===== src/rtl/mega_ram_arbiter_if.sv =====
// Bus bundle between the CPU/DMA masters, the arbiter and the mega_ram array.
// slave = arbiter view, master = environment (masters + RAM) view.
interface mega_ram_arbiter_if #(
  parameter int AW = 13,
  parameter int DW = 8
);
  logic          cpu_we;
  logic          cpu_re;
  logic [AW-1:0] cpu_a;
  logic [DW-1:0] cpu_d_in;
  logic [DW-1:0] cpu_d_out;
  logic          cpu_wait;
  logic          dma_req;
  logic          dma_we;
  logic [AW-1:0] dma_a;
  logic [DW-1:0] dma_d_in;
  logic          dma_gnt;
  logic          dma_rvalid;
  logic [DW-1:0] dma_d_out;
  logic          ram_we;
  logic          ram_re;
  logic [AW-1:0] ram_a;
  logic [DW-1:0] ram_d_in;
  logic [DW-1:0] ram_d_out;

  modport slave (
    input  cpu_we, cpu_re, cpu_a, cpu_d_in,
    input  dma_req, dma_we, dma_a, dma_d_in,
    input  ram_d_out,
    output cpu_d_out, cpu_wait,
    output dma_gnt, dma_rvalid, dma_d_out,
    output ram_we, ram_re, ram_a, ram_d_in
  );

  modport master (
    output cpu_we, cpu_re, cpu_a, cpu_d_in,
    output dma_req, dma_we, dma_a, dma_d_in,
    output ram_d_out,
    input  cpu_d_out, cpu_wait,
    input  dma_gnt, dma_rvalid, dma_d_out,
    input  ram_we, ram_re, ram_a, ram_d_in
  );
endinterface


===== src/rtl/mega_ram_arbiter.sv =====
// CPU-priority two-master arbiter for the single-port mega_ram, with DMA
// starvation guard and 1-cycle read-return steering.
module mega_ram_arbiter #(
  parameter int ADDR_BUS_WIDTH = 13,
  parameter int DATA_BUS_WIDTH = 8,
  parameter int STARVE_LIMIT   = 4
) (
  input  logic               clk,
  input  logic               rst_n,
  mega_ram_arbiter_if.slave  bus
);
  localparam logic [3:0] LIMIT = 4'(STARVE_LIMIT);

  logic [3:0] starve_q, starve_d;
  logic       rd_vld_q, rd_vld_d;
  logic       rd_own_q, rd_own_d;
  logic       cpu_act, cpu_own, dma_own;

  logic [ADDR_BUS_WIDTH-1:0] ram_a_d;
  logic [DATA_BUS_WIDTH-1:0] ram_wd_d;
  logic                      ram_we_d;

  always_comb begin
    cpu_act  = bus.cpu_we | bus.cpu_re;
    dma_own  = bus.dma_req &
               (!cpu_act || (starve_q == LIMIT));
    cpu_own  = cpu_act & !dma_own;
    ram_a_d  = bus.cpu_a;
    ram_wd_d = bus.cpu_d_in;
    ram_we_d = 1'b0;
    rd_vld_d = 1'b0;
    rd_own_d = dma_own;
    starve_d = starve_q;
    unique case (1'b1)
      dma_own: begin
        ram_a_d  = bus.dma_a;
        ram_wd_d = bus.dma_d_in;
        ram_we_d = bus.dma_we;
        rd_vld_d = !bus.dma_we;
      end
      cpu_own: begin
        ram_we_d = bus.cpu_we;
        rd_vld_d = bus.cpu_re;
      end
      default: ;
    endcase
    // a denied request ages; a grant or a dropped request forgives
    if (!bus.dma_req || dma_own)
      starve_d = '0;
    else if (starve_q != LIMIT)
      starve_d = starve_q + 4'd1;
  end

  always_ff @(posedge clk or negedge rst_n) begin
    if (!rst_n) begin
      starve_q <= '0;
      rd_vld_q <= 1'b0;
      rd_own_q <= 1'b0;
    end else begin
      starve_q <= starve_d;
      rd_vld_q <= rd_vld_d;
      rd_own_q <= rd_own_d;
    end
  end

  assign bus.ram_a      = ram_a_d;
  assign bus.ram_d_in   = ram_wd_d;
  assign bus.ram_we     = rst_n & ram_we_d;
  assign bus.dma_gnt    = rst_n & dma_own;
  assign bus.cpu_wait   = rst_n & cpu_act & dma_own;
  assign bus.ram_re     = rd_vld_q;
  assign bus.dma_rvalid = rd_vld_q & rd_own_q;
  assign bus.cpu_d_out  = (rd_vld_q && !rd_own_q) ?
                          bus.ram_d_out : '0;
  assign bus.dma_d_out  = (rd_vld_q && rd_own_q) ?
                          bus.ram_d_out : '0;
endmodule


===== src/flat_wrapper.sv =====
// flat-port wrapper written by rule: the top's interface ports become plain ports
module mega_ram_arbiter_flat 
#(
  parameter int ADDR_BUS_WIDTH = 13,
  parameter int DATA_BUS_WIDTH = 8,
  parameter int STARVE_LIMIT   = 4
)
  (clk, rst_n, bus_cpu_we, bus_cpu_re, bus_cpu_a, bus_cpu_d_in, bus_dma_req, bus_dma_we, bus_dma_a, bus_dma_d_in, bus_ram_d_out, bus_cpu_d_out, bus_cpu_wait, bus_dma_gnt, bus_dma_rvalid, bus_dma_d_out, bus_ram_we, bus_ram_re, bus_ram_a, bus_ram_d_in);
  mega_ram_arbiter_if #(.AW(13), .DW(8)) bus_i ();
  input  logic clk;
  input  logic rst_n;
  input wire logic [$bits(bus_i.cpu_we)-1:0] bus_cpu_we;
  input wire logic [$bits(bus_i.cpu_re)-1:0] bus_cpu_re;
  input wire logic [$bits(bus_i.cpu_a)-1:0] bus_cpu_a;
  input wire logic [$bits(bus_i.cpu_d_in)-1:0] bus_cpu_d_in;
  input wire logic [$bits(bus_i.dma_req)-1:0] bus_dma_req;
  input wire logic [$bits(bus_i.dma_we)-1:0] bus_dma_we;
  input wire logic [$bits(bus_i.dma_a)-1:0] bus_dma_a;
  input wire logic [$bits(bus_i.dma_d_in)-1:0] bus_dma_d_in;
  input wire logic [$bits(bus_i.ram_d_out)-1:0] bus_ram_d_out;
  output wire logic [$bits(bus_i.cpu_d_out)-1:0] bus_cpu_d_out;
  output wire logic [$bits(bus_i.cpu_wait)-1:0] bus_cpu_wait;
  output wire logic [$bits(bus_i.dma_gnt)-1:0] bus_dma_gnt;
  output wire logic [$bits(bus_i.dma_rvalid)-1:0] bus_dma_rvalid;
  output wire logic [$bits(bus_i.dma_d_out)-1:0] bus_dma_d_out;
  output wire logic [$bits(bus_i.ram_we)-1:0] bus_ram_we;
  output wire logic [$bits(bus_i.ram_re)-1:0] bus_ram_re;
  output wire logic [$bits(bus_i.ram_a)-1:0] bus_ram_a;
  output wire logic [$bits(bus_i.ram_d_in)-1:0] bus_ram_d_in;
  assign bus_i.cpu_we = bus_cpu_we;
  assign bus_i.cpu_re = bus_cpu_re;
  assign bus_i.cpu_a = bus_cpu_a;
  assign bus_i.cpu_d_in = bus_cpu_d_in;
  assign bus_i.dma_req = bus_dma_req;
  assign bus_i.dma_we = bus_dma_we;
  assign bus_i.dma_a = bus_dma_a;
  assign bus_i.dma_d_in = bus_dma_d_in;
  assign bus_i.ram_d_out = bus_ram_d_out;
  assign bus_cpu_d_out = bus_i.cpu_d_out;
  assign bus_cpu_wait = bus_i.cpu_wait;
  assign bus_dma_gnt = bus_i.dma_gnt;
  assign bus_dma_rvalid = bus_i.dma_rvalid;
  assign bus_dma_d_out = bus_i.dma_d_out;
  assign bus_ram_we = bus_i.ram_we;
  assign bus_ram_re = bus_i.ram_re;
  assign bus_ram_a = bus_i.ram_a;
  assign bus_ram_d_in = bus_i.ram_d_in;
  mega_ram_arbiter #(.ADDR_BUS_WIDTH(ADDR_BUS_WIDTH), .DATA_BUS_WIDTH(DATA_BUS_WIDTH), .STARVE_LIMIT(STARVE_LIMIT)) u_core (.clk(clk), .rst_n(rst_n), .bus(bus_i));
endmodule

===== config.mk =====
export PLATFORM = sky130hd
export DESIGN_NAME = mega_ram_arbiter_flat
export DESIGN_NICKNAME = d
export VERILOG_FILES = /design/src/rtl/mega_ram_arbiter_if.sv /design/src/rtl/mega_ram_arbiter.sv /design/src/flat_wrapper.sv
export SDC_FILE = /design/constraint.sdc
export NUM_CORES = 1
export LEC_CHECK = 0
export CAP_MARGIN = 20
export CORE_MARGIN = 5
export CORE_UTILIZATION = 26
export CTS_BUF_LIST = sky130_fd_sc_hd__clkbuf_8
export DETAILED_ROUTE_END_ITERATION = 7
export PLACE_DENSITY_LB_ADDON = 0.1
export SYNTH_ARGS = -nofsm -noshare
export SYNTH_HDL_FRONTEND = slang
export SYNTH_SLANG_ARGS = --single-unit

===== constraint.sdc =====
create_clock -name clk -period 2.43 [get_ports clk]
set_input_delay 0.486 -clock clk [delete_from_list [all_inputs] [get_ports clk]]
set_output_delay 0.486 -clock clk [all_outputs]
set_load 0.03 [all_outputs]

-- Word-level counts from Yosys, hierarchy flattened
Index checks and enable logic that the tools add are counted.
- $add $sub $neg: 1
- equality and inequality tests: 2
- muxes and demuxes: 8
- bitwise logic cells: 8
- reductions and logical operators: 10
- operators by type and width (kind ; number):
    two-way mux 8 bit ; 3
    two-way mux 13 bit ; 1
    two-way mux 4 bit ; 2
    AND 1 bit ; 7
    logical NOT 1 bit ; 5
    adder 4 x 1 -> 4 bit, second input constant ; 1
    == test 4 x 3 -> 1 bit, second input constant ; 1
    inequality test 4 x 3 -> 1 bit, second input constant ; 1
    one-hot mux 1 bit (2 select lines) ; 2
    logical AND 1 bit ; 2
    logical OR 1 bit ; 2
    nonzero test 2 bit ; 1
    bitwise OR 1 bit ; 1
- register bits after elaboration: 6
- input port bits: 56
- output and inout bits: 42
- logic and storage cells: 32

-- Depth between registers and ports, before layout
Gate-level depths: netlist of run 1.
- word-level depth: 8
- mapped depth: 6
- gate-level depth less buffers: 5

-- Least setup slack after synthesis of run 1
OpenSTA, ideal clock, no wires.
- path type: register to output
- start point: register u_core.starve_q[0]
- end point: output port bus_ram_a[10]
- data arrival time: 1.545 ns
- data required time: 1.944 ns
- setup slack: 0.399 ns
- cell stages (with the launch flop): 7
- buffers on the path: 1
- cell sequence: dfrtp_1 > inv_1 > ha_1 > nand4b_2 > a21boi_4 > buf_6 > mux2_4
- cells in the longest elaborated chain, start to end: 4
- RTL lines (item ; RTL line ; source):
    from (decl) ; mega_ram_arbiter.sv:14 ; logic [3:0] starve_q, starve_d;
    from (signal assigned) ; mega_ram_arbiter.sv:60 ; starve_q <= starve_d;
    == test 4 x 3 -> 1 bit ; mega_ram_arbiter.sv:26 ; (!cpu_act || (starve_q == LIMIT));
    logical OR 1 bit ; mega_ram_arbiter.sv:26 ;
    AND 1 bit ; mega_ram_arbiter.sv:25 ; dma_own = bus.dma_req &
    two-way mux 13 bit ; mega_ram_arbiter.sv:34 ; unique case (1'b1)
    to (decl) ; flat_wrapper.sv:28 ; output wire logic [$bits(bus_i.ram_a)-1:0] bus_ram_a;
No other way between the ends.

-- Worst setup path after layout of run 1
- start point: register u_core.starve_q[0]
- end point: output port bus_ram_d_in[7]
- cells in the longest elaborated chain, start to end: 4
- RTL lines (item ; RTL line ; source):
    == test 4 x 3 -> 1 bit ; mega_ram_arbiter.sv:26 ;
    logical OR 1 bit ; mega_ram_arbiter.sv:26 ;
    AND 1 bit ; mega_ram_arbiter.sv:25 ;
    two-way mux 8 bit ; mega_ram_arbiter.sv:34 ;
    to (decl) ; flat_wrapper.sv:29 ; output wire logic [$bits(bus_i.ram_d_in)-1:0] bus_ram_d_in;
No other way between the ends.

==> results.md, run 1 <==
* Synth top area share at 0.338
* Switching Fraction at 0.327
* H-tree Lvls at 1
* Slew Limit Fails at 0
* Via count at 1,004
* GR Util All Layers at 0.159
* Clk buf depth at 2
* NetSw at 211 uW
* Synthesized area per cell at 10.4 sq um
* Total wire length at about 3.4 mm
* Min-delay worst type: flop to flop
* Layout cell share with drive strength beyond 1 at 0.397
* Most common cell in the netlist: mux2_4
* Clk_skew at 0.000484 ns
* Power Dens Cells at 323 nW/um^2
* Peak supply drop at between 0.4 and 0.5 mV
* Unrepaired setup endpoints after global routing: true
* CP Capture Type: primary output
* Mapped Area at about 760 sq um
* Final setup fails at 0
* Flop pwr share at 0.171
* Vias in the first global route at approximately 1.2k
* Max-Cap Viols at 0
* Leakage at a little under 0.001 uW
* Area delta synth->final at 164%
* Antenna-violating nets left at 0
* Max Fanout on Critical Path at 3
* Synth Flop Type: dfrtp_1
* Worst-Skew Late Latency at 0.22 ns
* Vias per Instance at between 4 and 5
* Hpwl dp at about 2.7 mm
* Fmax achieved at ~0.42 GHz
* Outcome: complete, no violations
* # rows at 19
* Warning count from the yosys run at 0
* Worst-path clk slew at about 0.04 ns
* Critical Path Start Type: flop
* Headroom to the max-slew limit at 0.788
* RD Place Congestion at ~0.75
* CTS buffer count at 3
* 1st-pass router iterations at 4
* Min Tclk post-route at between 2 and 2.5 ns
* Syn nets at ~130
* Die Wd at 63.9 um
* CTS tree: built
* Clock power share at 0.228
* Overall power at around 650 uW
* Combinational power share at 0.601
* Cell variety after synth at 21
* Post-synth EDFFs at 0
* Final worst setup slack at 0.0666 ns
* Mapped Cells at 73
* Worst setup path class: flop to primary output
* DRT iter0 DRCs at 49
* Antenna diodes at 0
* Final-report hold violation count at 0
* Die Area at 4090 sq um
* Synth area leader: mux2_4
* Sequential fraction of the synthesis area at 0.199
* Final Net Count at 249
* Top cells by area, synth: mux2_4, dfrtp_1, and2_1
* Core footprint at around 2800 sq um
* Final worst-path cycle share at 0.973
* Pin count of the biggest net entering global routing at 11
* Synth cell count leaders: mux2_4, and2_1, and3_1
* Clk root buf: clkbuf_8
* Post-synthesis async set-or-reset flop share at 1.00
* Die Y at roughly 64 um
* Global-route wire length before repair at 5.19 mm
* Arrival @ worst endpoint at 1.88 ns
* Post-Place Worst Slack at -0.348 ns
* Io pins at between 90 and 100
* Congestion Overflow GR at 0
* IO buf count at 97
* Initial Utilization at 0.272
* DRC at 0
* Int Power at about 430 uW
* DR WL/cell at roughly 15 um
* Tightest Pin Transition at approximately 0.32 ns
* Clock sinks at 6
* Seq cells post-synth at 6
* Initial antenna violation count at 0
* Critical Path RT at just under 2 ns
-- cells in the final DEF, fill, tap and decap left out, types with 2 or more instances in the layout --
| cell | count |
|---|---|
| mux2_4 | 17 |
| clkbuf_8 | 3 |
| nor2_2 | 2 |
| inv_1 | 3 |
| nand3b_1 | 2 |
| clkdlybuf4s50_1 | 70 |
| and3_1 | 8 |
| buf_16 | 2 |
| buf_6 | 15 |
| clkdlybuf4s15_2 | 3 |
| buf_4 | 20 |
| dfrtp_1 | 6 |
| and2_1 | 9 |
| mux2_2 | 4 |
| inv_2 | 2 |
| nor2_1 | 4 |
| nand3_1 | 2 |
| dlygate4sd2_1 | 3 |
-- metrics by stage --
stage | utilization | TNS, ns | instance area [sq um] | hold WS [ns] | instances
after floorplan | - | 0 | 756 | 0.190 | 73
after detailed placement | 0.633 | -3.76 | 1760 | 0.538 | 208
after CTS | 0.719 | 0 | 2000 | 0.549 | 219
final | 0.718 | 0 | 2000 | 0.576 | 220
after global placement | 0.633 | -2.86 | 1760 | 0.519 | 208
after global routing | 0.718 | -0.00458 | 2000 | 0.585 | 220
-- state kept, by name (all words and copies together), names as in the netlist --
name	flops
u_core.starve_q	4
u_core.bus.ram_re	1
u_core.rd_own_q	1
-- critical path: stages, from the launching register on --
cell             delay [ns]
dfrtp_1                0.36
inv_2                  0.06
ha_4                   0.17
nand4b_4               0.09
a21boi_4               0.22
buf_6                  0.15
mux2_2                 0.33
clkdlybuf4s15_2        0.28
-- cell type report --
| class | instances | area, sq um |
|---|---|---|
| tap | 31 | 38.8 |
| multi-input combinational | 60 | 593 |
| timing repair buffer | 115 | 1150 |
| inverter | 5 | 18.8 |
| sequential | 6 | 150 |
| fill | 230 | 785 |
| clock buffer | 3 | 41.3 |
-- cell families (layout without fill, tap and decap cells) --
family	Yosys count	in the layout	share of synthesized area
simple gates	31	31	0.243
mux	21	21	0.397
buf+inv	7	123	0.0546
flops	6	6	0.199
compound gates	4	4	0.0497
fa+ha+maj	2	2	0.0331
xor+xnor	2	2	0.0232
-- power groups by stage --
stage	sequential (uW)	combinational, uW	clock [uW]
finish	110	388	147
global route	111	410	160
CTS	110	388	151
detailed placement	111	348	0
global placement	110	344	0
floorplan	114	164	0
-- routing by layer --
layer,vias to the layer above,GRT usage,share of wire
met4,0,0.0338,0.0098
met3,4,0.0613,0.12
li1,490,-,-
met1,447,0.159,0.34
met5,-,0,0
met2,63,0.304,0.53
-- worst paths after layout --
check                                               startpoint                        endpoint  slack [ns]  depth (start not counted)
worst min-delay path            u_core.starve_q[0]$_DFFE_PN0P_  u_core.starve_q[0]$_DFFE_PN0P_        0.58                          2
worst max-delay path            u_core.starve_q[0]$_DFFE_PN0P_                 bus_ram_d_in[7]        0.07                          7
worst min register to register  u_core.starve_q[0]$_DFFE_PN0P_  u_core.starve_q[0]$_DFFE_PN0P_        0.58                          2
min in group asynchronous                                rst_n  u_core.starve_q[1]$_DFFE_PN0P_        0.67                          2
max in group asynchronous                                rst_n  u_core.starve_q[0]$_DFFE_PN0P_        1.65                          2
worst max register to register  u_core.starve_q[0]$_DFFE_PN0P_     u_core.bus.ram_re$_DFF_PN0_        0.86                          8
-- timing repair --
| action | in CTS | in global routing |
|---|---|---|
| setup endpoints to repair | 21 | 22 |
| cloned | 2 | 0 |
| hold buffers | 0 | 0 |
| endpoints found under the hold margin | 0 | 0 |
| pin swaps | 2 | 1 |
| resized for setup | 37 | 9 |
| setup buffers | 6 | 2 |
Power figures use the tool's default switching activity.
==> inputs of run 2 (changes only) <==
==> constraint.sdc (replaced) <==
create_clock -name clk -period 2.43 [get_ports clk]
set_input_delay 0.243 -clock clk [delete_from_list [all_inputs] [get_ports clk]]
set_output_delay 0.243 -clock clk [all_outputs]
set_load 0.03 [all_outputs]
==> results.md, run 2 (synthesis gave the netlist of run 1 again) <==
* CTS buffer count at 3 (unchanged)
* Slew Limit Fails at 0 (unchanged)
* Crit path buf inv count at 3 (unchanged)
* Power Dens Cells at 334 nW/um^2 (+3.4%)
* Crit path cell chain: inv_1, ha_1, nand4b_2, a21boi_4, buf_4, mux2_4, buf_4
* CTS hold repair buffers at 0 (unchanged)
* Clk root buf: clkbuf_8
* Peak supply drop at 0.305 mV (-28%)
* Int Power at 397 uW (-8.5%)
* Headroom to the max-slew limit at 0.737 (-0.0508)
* Fmax achieved at 0.444 GHz (+4.9%)
* Unrepaired setup endpoints after global routing: false
* 1st-pass router iterations at 4 (unchanged)
* Congestion Overflow GR at 0 (unchanged)
* Area delta synth->final at 136%
* Pin count of the biggest net entering global routing at 12 (+1)
* Layout cell share with drive strength beyond 1 at 0.278 (-0.118)
* Antenna diodes at 0 (unchanged)
* Initial antenna violation count at 0 (unchanged)
* CP most frequent cell: buf_4
* Outcome: complete, no violations
* CP Capture Type: primary output
* Max-Cap Viols at 0 (unchanged)
* H-tree Lvls at 1 (unchanged)
* Total wire length at 2.87 mm (-15%)
* Clock sinks at 6 (unchanged)
* Die Wd at 63.9 um (unchanged)
* Final worst-path cycle share at 0.927 (-0.0452)
* Initial Utilization at 0.272 (unchanged)
* Overall power at 595 uW (-7.8%)
* Final Net Count at 236 (-5.2%)
* Most frequent cells in the layout: clkdlybuf4s50_1, buf_4, mux2_4, and2_1, and3_1
* Core footprint at 2780 sq um (unchanged)
* Antenna-violating nets left at 0 (unchanged)
* Vias in the first global route at 971 (-16%)
* Vias per Instance at 4.50 (-1.3%)
* Final-report hold violation count at 0 (unchanged)
* Max Fanout on Critical Path at 9 (+6)
* DR WL/cell at 13.9 um (-9.2%)
* Worst setup path class: flop to primary output
* Combinational power share at 0.559 (-0.042)
* Clk buf depth at 2 (unchanged)
* Worst-Skew Late Latency at 0.22 ns (about the same)
* DRT iter0 DRCs at 35 (-29%)
* GR Util All Layers at 0.133 (-0.0257)
* Tightest Pin Transition at 0.393 ns (+0.0758 ns)
* Min Tclk post-route at 2.25 ns (-0.110 ns)
* IO buf count at 97 (unchanged)
* Die Y at 63.9 um (unchanged)
* Flop pwr share at 0.189 (+0.018)
* Clk_skew at 0.00140 ns (+0.000914 ns)
* Setup_tns at 0 ns (unchanged)
* Io pins at 98 (unchanged)
* Min-delay worst type: input pin to asynchronous set/reset pin
* NetSw at 198 uW (-6.4%)
* Arrival @ worst endpoint at 2.01 ns (+0.13 ns)
* Clock power share at 0.253 (+0.025)
* Global-route wire length before repair at 4.37 mm (-16%)
* Die Area at 4090 sq um (unchanged)
* Leakage at 0.000871 uW (-10%)
* Critical Path RT at 2.19 ns (+0.25 ns)
* Fin Hold WS at 0.393 ns (-0.184 ns)
* Worst-path clk slew at 0.04 ns (about the same)
* Largest register by flop count: u_core.starve_q
* Max reg flops at 4 (unchanged)
* Critical Path Start Type: flop
* Leading cell type in the layout, fill and taps excluded: clkdlybuf4s50_1
* Slowest stage delay, CP at 0.38 ns (+0.02 ns)
* # fillers at 229 (-0.43%)
* Switching Fraction at 0.332 (+0.00502)
* DRC at 0 (unchanged)
* CP top delay family: buffers and inverters
* Via count at 932 (-7.2%)
* Final setup fails at 0 (unchanged)
* RD Place Congestion at 0.764 (+1.9%)
* CTS tree: built
* Slowest CP cell: dfrtp_1
* # rows at 19 (unchanged)
* Hpwl dp at 2.56 mm (-3.9%)
[run 2: layout make-up]
type,instances,area (sq um),area share
Timing Repair Buffer,101,956,0.537
Multi-Input combinational cell,61,576,0.323
Sequential cell,6,150,0.0843
Clock buffer,3,41.3,0.0232
Tap cell,31,38.8,0.0218
Inverter,5,18.8,0.0105
[run 2: worst paths after layout]
kind | from | endpoint | slack [ns] | cells after the start
setup / recovery | u_core.starve_q[0]$_DFFE_PN0P_ | bus_ram_d_in[2] | 0.18 | 7
hold / removal | rst_n | u_core.starve_q[3]$_DFFE_PN0P_ | 0.39 | 2
setup reg to reg | u_core.starve_q[0]$_DFFE_PN0P_ | u_core.bus.ram_re$_DFF_PN0_ | 1.15 | 5
hold reg to reg | u_core.starve_q[0]$_DFFE_PN0P_ | u_core.starve_q[0]$_DFFE_PN0P_ | 0.49 | 1
max in group asynchronous | rst_n | u_core.rd_own_q$_DFF_PN0_ | 1.92 | 2
min in group clk | u_core.starve_q[0]$_DFFE_PN0P_ | u_core.starve_q[0]$_DFFE_PN0P_ | 0.49 | 1
[run 2: per-layer routing]
layer  track usage  wire length, um  vias to the layer above
met5             0                0                        -
met4        0.0468               37                        0
met3        0.0525              394                        4
met2         0.245             1460                       59
met1         0.133              974                      405
li1              -                -                      464
[run 2: power groups by stage]
stage / Combinational, uW / Sequential, uW / Clock, uW
global placement: 334 / 113 / 0
floorplan: 164 / 114 / 0
detailed placement: 338 / 114 / 0
global route: 352 / 114 / 164
finish: 332 / 112 / 150
CTS: 335 / 112 / 155
[run 2: what timing repair did]
| action | 4_1_cts | 5_1_grt |
|---|---|---|
| endpoints found under the hold margin | 0 | 0 |
| endpoints found under the setup margin | 4 | 19 |
| gates resized for setup | 4 | 1 |
| pin swaps | 0 | 0 |
| buffers inserted | 0 | 0 |
| cloned | 0 | 1 |
[run 2: per-stage QoR]
stage	util	cells	setup slack [ns]	cell area [sq um]
4_1_cts	0.635	206	0.0914	1770
3_3_place_gp	0.622	203	0.102	1730
5_1_grt	0.640	207	0.0418	1780
3_5_place_dp	0.622	203	0.0910	1730
2_1_floorplan	-	73	0.642	756
6_report	0.640	207	0.176	1780
